===== src/rtl/rw_window_ram.sv =====
// rw_window_ram: single-port synchronous RAM mapped into a contiguous window
// of the CPU address space. After every reset a hardware clear sequence
// zeroes all words; accesses are ignored while it runs (busy = 1).
module rw_window_ram #(
    parameter int DATA_W = 8,
    parameter int ADDR_W = 8,
    parameter int BASE   = 128,
    parameter int DEPTH  = 96
) (
    input  logic              clk,
    input  logic              reset,
    input  logic              req,
    input  logic              write,
    input  logic [ADDR_W-1:0] address,
    input  logic [DATA_W-1:0] data_in,
    output logic [DATA_W-1:0] data_out,
    output logic              rvalid,
    output logic              hit,
    output logic              busy
);

    localparam int IDX_W = (DEPTH > 1) ? $clog2(DEPTH) : 1;

    // Window bounds carry one extra bit so a window ending at 2^ADDR_W does not wrap.
    localparam logic [ADDR_W:0] WIN_LO = (ADDR_W+1)'(BASE);
    localparam logic [ADDR_W:0] WIN_HI = (ADDR_W+1)'(BASE + DEPTH);

    localparam logic [0:0] ST_CLEAR = 1'b0;
    localparam logic [0:0] ST_READY = 1'b1;

    // Reject window placements that fall outside the address space.
    if (DEPTH < 1 || BASE < 0 ||
        longint'(BASE) + longint'(DEPTH) > (longint'(1) << ADDR_W)) begin : g_bad_params
        $error("rw_window_ram: illegal BASE/DEPTH for ADDR_W");
    end

    logic [0:0]        state_q, state_d;
    logic [IDX_W-1:0]  ptr_q, ptr_d;
    logic [DATA_W-1:0] data_q, data_d;
    logic              rvalid_q, rvalid_d;
    logic [DATA_W-1:0] mem_q [DEPTH];

    logic [ADDR_W:0]   addr_ext;
    logic              in_win;
    logic [IDX_W-1:0]  idx;
    logic              acc;
    logic              last_ptr;

    // Address decode, access qualification and status outputs.
    always_comb begin
        addr_ext = {1'b0, address};
        in_win   = (addr_ext >= WIN_LO) && (addr_ext < WIN_HI);
        idx      = IDX_W'(address - ADDR_W'(BASE));
        busy     = (state_q == ST_CLEAR);
        hit      = in_win && !busy;
        acc      = req && hit;
        last_ptr = (ptr_q == IDX_W'(DEPTH - 1));
    end

    // Next-state logic for the clear FSM and the registered read port.
    always_comb begin
        // NOTE: every output of this block gets a default first, so no path leaves one unassigned and no latch is inferred.
        state_d  = state_q;
        ptr_d    = ptr_q;
        data_d   = data_q;
        rvalid_d = 1'b0;
        if (state_q == ST_CLEAR) begin
            if (last_ptr) begin
                state_d = ST_READY;
                ptr_d   = '0;
            end else begin
                ptr_d = ptr_q + IDX_W'(1);
            end
        end else if (acc && !write) begin
            data_d   = mem_q[idx];
            rvalid_d = 1'b1;
        end
    end

    // Control state and read data; reset restarts the clear sequence.
    always_ff @(posedge clk or posedge reset) begin
        // NOTE: sequential state uses non-blocking assignments so all registers update together from pre-edge values.
        if (reset) begin
            state_q  <= ST_CLEAR;
            ptr_q    <= '0;
            data_q   <= '0;
            rvalid_q <= 1'b0;
        end else begin
            state_q  <= state_d;
            ptr_q    <= ptr_d;
            data_q   <= data_d;
            rvalid_q <= rvalid_d;
        end
    end

    // Storage array: zeroed word by word during clear, then written by the CPU.
    always_ff @(posedge clk) begin
        // NOTE: the array has no reset term; the clear sequence zeroes it, which keeps it mappable onto RAM macros.
        if (busy) begin
            mem_q[ptr_q] <= '0;
        end else if (acc && write) begin
            mem_q[idx] <= data_in;
        end
    end

    assign data_out = data_q;
    assign rvalid   = rvalid_q;

endmodule


===== config.mk =====
export PLATFORM = sky130hd
export DESIGN_NAME = rw_window_ram
export DESIGN_NICKNAME = d
export VERILOG_FILES = /design/src/rtl/rw_window_ram.sv
export SDC_FILE = /design/constraint.sdc
export NUM_CORES = 1
export LEC_CHECK = 0
export CAP_MARGIN = 40
export CORE_UTILIZATION = 63
export DETAILED_ROUTE_END_ITERATION = 8
export HOLD_SLACK_MARGIN = 0.03
export PLACE_DENSITY = 0.8
export SYNTH_ARGS = -nofsm -noshare
export SYNTH_HDL_FRONTEND = slang
export SYNTH_SLANG_ARGS = --single-unit

===== constraint.sdc =====
create_clock -name clk -period 4.1 [get_ports clk]
set_input_delay 0.82 -clock clk [delete_from_list [all_inputs] [get_ports clk]]
set_output_delay 0.82 -clock clk [all_outputs]
set_load 0.02 [all_outputs]

=== After elaboration in Yosys (flattened, before gate mapping) ===
Memories as Yosys holds them, arrays and structs flattened. A register that Yosys moved wholly into a read port is not among the register bits.
Cells that the tools add are included.
Widths: inputs -> output; s select.

* Eq/ne operators: 1
* Order comparisons: 2
* Multipliers: 0
* Div/mod/pow operators: 0
* Reductions and logical operators: 8
* Bitwise logic cells: 1
* Shift-type cells: 0
* Add/sub/neg operators: 2
* Mux-type cells: 12

{| class="wikitable"
|+ Operators by type and width
! operator !! count
|-
| $mux 7 || 2
|-
| $mux 1 || 9
|-
| $ge 8x8->1 const B || 1
|-
| $lt 8x8->1 const B || 1
|-
| $mux 8 || 1
|-
| $reduce_or 8->1 || 1
|-
| $add 7x1->7 const B || 1
|-
| $eq 7x7->1 const B || 1
|-
| $sub 7x1->7 const B || 1
|-
| $logic_and 1x1->1 || 5
|-
| $reduce_and 2->1 || 1
|-
| $logic_not 1->1 || 1
|-
| $not 1->1 || 1
|}

* ROM bits: 0
* Output and inout port bits: 11
* RAM bits: 768
* Memories kept: 1
* Bits in registers: 9
* Logic and storage cells: 30
* Latch bits: 0
* Bits of input ports: 20

{| class="wikitable"
|+ Memories
! name !! depth !! bits a word !! read ports !! clocked after Yosys merged registers in !! wr ports !! line !! source
|-
| mem_q || 96 || 8 || 1 || 1 || 1 || 41 || <nowiki>logic [DATA_W-1:0] mem_q [DEPTH];</nowiki>
|}

=== Depth between registers and ports, before layout ===
* Depth in word-level cells: 10
* Gate-level depth with buffers: 11
* Gate-level depth less buffers: 6

=== Worst setup path before layout ===
Ideal clock, no wire load.

* Path type: input to register
* Start point: in address[7]
* End point: mem mem_q[0][0] (data pin)
* Path buffers: 3
* Setup time: 451 ps
* Stages: 6
* Slack: 580 ps
* Data arrival time: 3,069 ps
* Cells stage by stage: nand2_1 a211oi_1 buf_2 buf_2 clkbuf_1 and2_1

* Word-level cells in the longest chain between the ends: 10
* Elaborated cells on any way between the ends: 11

{| class="wikitable"
|+ RTL lines
! what !! line !! source
|-
| start: declaration || 14 || <nowiki>input logic [ADDR_W-1:0] address,</nowiki>
|-
| $ge 8x8->1 or $lt 8x8->1 (tied branches) || 52 || <nowiki>in_win = (addr_ext >= WIN_LO) && (addr_ext < WIN_HI);</nowiki>
|-
| $logic_and 1x1->1 (*) || 52 ||
|-
| $logic_and 1x1->1 (*) || 55 || <nowiki>hit = in_win && !busy;</nowiki>
|-
| $logic_and 1x1->1 (*) || 56 || <nowiki>acc = req && hit;</nowiki>
|-
| $logic_and 1x1->1 (*) || 101 || <nowiki>end else if (acc && write) begin</nowiki>
|-
| $mux 1 (*) || 101 ||
|-
| $mux 1 (*) || 99 || <nowiki>if (busy) begin</nowiki>
|-
| $mux 1 (not written as such) (*) || 102 || <nowiki>mem_q[idx] <= data_in;</nowiki>
|-
| $reduce_or 8->1 (no line) (*) || n/a ||
|-
| $mux 8 (no line) (*) || n/a ||
|-
| end: declaration || 41 ||
|}

Mark *: on every way between the ends. The rest lies on a longest branch, timed or not.

=== Final worst setup path ===
* Start point: reg state_q
* End point: mem mem_q[68][7] (enable)

* Word-level cells in the longest chain between the ends: 8
* Elaborated cells on any way between the ends: 10

{| class="wikitable"
|+ RTL lines
! what !! line !! source
|-
| start: declaration || 37 || <nowiki>logic [0:0] state_q, state_d;</nowiki>
|-
| start signal: assignment || 89 || <nowiki>state_q <= state_d;</nowiki>
|-
| $logic_and 1x1->1 || 55 ||
|-
| $logic_and 1x1->1 || 56 ||
|-
| $logic_and 1x1->1 || 101 ||
|-
| $mux 1 || 101 ||
|-
| $mux 1 || 99 ||
|-
| $mux 1 (not written as such) || 102 ||
|-
| $reduce_or 8->1 (no line) || n/a ||
|-
| $mux 7 (no line) or $mux 1 (tied branches) || n/a ||
|}

Parallel ways exist; a longest one is shown, timed or not.

==> results.py <==
metrics = {
    "run_status": {
        "outcome": "finished clean",
    },
    "sta": {
        "fin_crit_sh_pct": 85.9,
        "relSlewSlack_pct": 35.0,
        "worst_slew_pin_slew_ns": 0.971,
        "grt_setup_unrepaired": "no",
        "clock_skew_ns": 0.0306,
        "fin_crit_ns": 3.52,
        "slew_violations": 0,
        "setup_tns_ns": 0,
        "finalSetupViolations": 0,
        "final-hold-violation-count": 0,
        "max_freq_mhz": 284,
    },
    "floorplanning": {
        "coreArea_um2": 49100,
        "die_w_um": 225,
        "die_area_um2": 50600,
        "dieHeight_um": 225,
        "rows": 81,
        "start_util_pct": 63.9,
        "pin_count": 31,
    },
    "place": {
        "dp_hpwl_um": 44800,
        "port_buffers": 30,
        "place_congestion": 0.947,
    },
    "detailed_routing": {
        "first_pass_iters": 6,
        "wl_per_cell_um": 29.6,
        "antenna_left": 0,
        "drt-total-wl_um": 73900,
        "route.vias.total": 16600,
        "drc": 0,
        "drtIter0Drc": 2291,
        "viasPerCell": 6.68,
    },
    "synthesis": {
        "synth-simple-area-share_pct": 3.83,
        "synthCells": 1648,
        "synthMuxAreaShare_pct": 14.5,
        "synth_seq_cells": 785,
        "synth_flop_cell": "edfxtp_1",
        "synth_fa_ha_area_share_pct": 0.0399,
        "syn_nets": 1669,
        "synth_top_area_share_pct": 73.6,
        "synth_area_leader_cell": "edfxtp_1",
        "synthArstFlopShare_pct": 2.17,
        "synth_top_family_by_area": "multiplexers",
        "synth_compound_area_share_pct": 4.00,
        "syn_area_per_cell_um2": 19.0,
        "synth_edf_count": 768,
        "ys_types": 61,
        "synthesis.area_um2": 31300,
        "ys_seq_area_share_pct": 74.9,
        "synth.area.top_cells": "edfxtp_1 74%, mux4_2 7.0%, mux2i_1 6.2%",
        "yosys.area_share.xor_xnor_pct": 0.0559,
        "ys_warn_count": 0,
    },
    "layout": {
        "area_growth_pct": 12.4,
        "nets": 1790,
        "fin_util_pct": 71.8,
        "drive_gt1_share_pct": 18.3,
        "n_antenna_cell": 0,
        "fillers": 2819,
    },
    "grt": {
        "grt_remaining_overflow": 0,
        "grt_pass1_wl_um": 108000,
        "grt_pass1_vias": 16500,
        "track_usage_pct": 30.0,
        "antenna_found_initial": 1,
        "grt_max_degree": 97,
    },
    "power_and_ir_drop": {
        "vdd_drop_max_mv": 0.420,
        "p_total_w": 0.0160,
        "power_density_nw_per_um2": 455,
        "leakagePower_nw": 9.97,
    },
    "hold_path": {
        "hp-class": "register to register",
    },
    "critical_path": {
        "critPathArrivalTime_ns": 3.75,
        "cp-end-kind": "register",
        "critPathKind": "register to register",
        "worstPathRequired_ns": 4.33,
        "cp_max_fo": 19,
        "startpoint_type": "register",
    },
    "clocking": {
        "clk_latency_ns": 0.63,
        "clock-sinks": 785,
        "tritoncts": "done",
        "h-tree-depth": 3,
        "clk_path_buf_depth": 3,
        "cts_buffers": 74,
        "clk_pin_slew_worst_paths_ns": 0.06,
        "post_cts_resized": 0,
        "cts_setup_buffers": 0,
        "clockRootBuffer": "clkbuf_16",
        "postCtsHoldBufs": 0,
    },
    "flow_run": {
        "maxCapViolCount": 0,
    },
}
-- sequential cells by signal, indices dropped and copies added, names as in the netlist --
signal and count:
data_out 8, mem_q 768, ptr_q 7, rvalid 1
state_q 1
-- per-layer routing --
metal | share of wire, % | track usage (%) | up-vias
met1 | 37 | 41.2 | 8429
met4 | 3.4 | 11.4 | 0
met5 | 0 | 0 | -
met3 | 12 | 6.79 | 174
li1 | - | - | 6918
met2 | 48 | 47.4 | 1123
-- worst paths after layout --
kind / from / end / slack [ns] / cells after the start
setup / recovery: state_q / mem_q[68][7] / 0.58 / 5
hold / removal: ptr_q[6] / ptr_q[6] / 0.57 / 2
setup reg to reg: state_q / mem_q[68][7] / 0.58 / 5
hold reg to reg: ptr_q[6] / ptr_q[6] / 0.57 / 2
max in group asynchronous: reset / rvalid / 3.03 / 2
min in group asynchronous: reset / ptr_q[0] / 0.60 / 2
-- cells in the final DEF (no fill, tap or decap), types with 18 or more instances in the layout --
master | Yosys | routed
a22oi_1 | 69 | 69
buf_4 | 14 | 92
nand2_1 | 63 | 63
a21oi_1 | 25 | 25
o21ai_0 | 18 | 18
mux4_2 | 97 | 97
clkbuf_16 | 0 | 82
edfxtp_1 | 768 | 768
mux2i_1 | 193 | 193
nor2_1 | 116 | 115
clkbuf_1 | 25 | 19
nand3_1 | 30 | 30
clkdlybuf4s50_1 | 0 | 27
-- layout make-up --
| class | count | area [um2] | share of cell area [%] |
|---|---|---|---|
| timing repair buffer | 137 | 1320 | 3.74 |
| tap | 664 | 831 | 2.36 |
| inverter | 9 | 33.8 | 0.0959 |
| sequential | 785 | 23500 | 66.7 |
| clock buffer | 103 | 2150 | 6.10 |
| clock inverter | 33 | 330 | 0.937 |
| multi-input combinational | 762 | 7090 | 20.1 |
-- worst max-delay path, cell delays in order, from the launching register on --
cell and delay [ns]:
dfrtp_1 0.68, nand2_1 0.27, a211oi_4 0.74, a31oi_1 0.27, a211o_1 0.41, nor2_1 0.73
-- synth_stat cells, types with 7 or more instances --
master / count
buf_6: 9
o21ai_1: 7
clkbuf_1: 25
mux2i_1: 193
a21oi_1: 25
nor3_1: 7
mux4_1: 15
clkbuf_8: 7
edfxtp_1: 768
o21ai_0: 18
nand2_1: 63
nor2b_1: 8
o22ai_1: 12
mux4_2: 97
nand4_1: 9
nand2b_1: 7
and2_1: 10
buf_4: 14
nand3_1: 30
buf_2: 16
nor2_1: 116
a22oi_1: 69
buf_8: 7
inv_1: 7
dfrtp_1: 17
a221oi_1: 10
a31oi_1: 14
buf_12: 9
-- power breakdown --
group / switching [W] / total (W) / internal [W]
Sequential: 0 / 0.00867 / 0.00867
Clock: 0.00287 / 0.00697 / 0.00411
Combinational: 0.000260 / 0.000407 / 0.000146
-- through the flow --
stage                     setup WS (ns)  cell area (um2)  std cells  hold WS, ns
final                             0.577            35200       2493        0.566
after global routing              0.406            35200       2493        0.595
after CTS                         0.726            35200       2493        0.550
after detailed placement          0.199            32800       2357        0.535
after global placement            0.325            32800       2357        0.514
after floorplan                   0.580            31300       1648        0.489
-- logic make-up (layout without fill, tap and decap cells) --
logic type	after synthesis	count (layout)
xor+xnor	2	2
flops	785	785
mux	308	308
buf+inv	101	282
compound gates	183	183
fa+ha+maj	1	1
simple gates	268	268
Note: power is estimated with default switching activity, not from simulation.
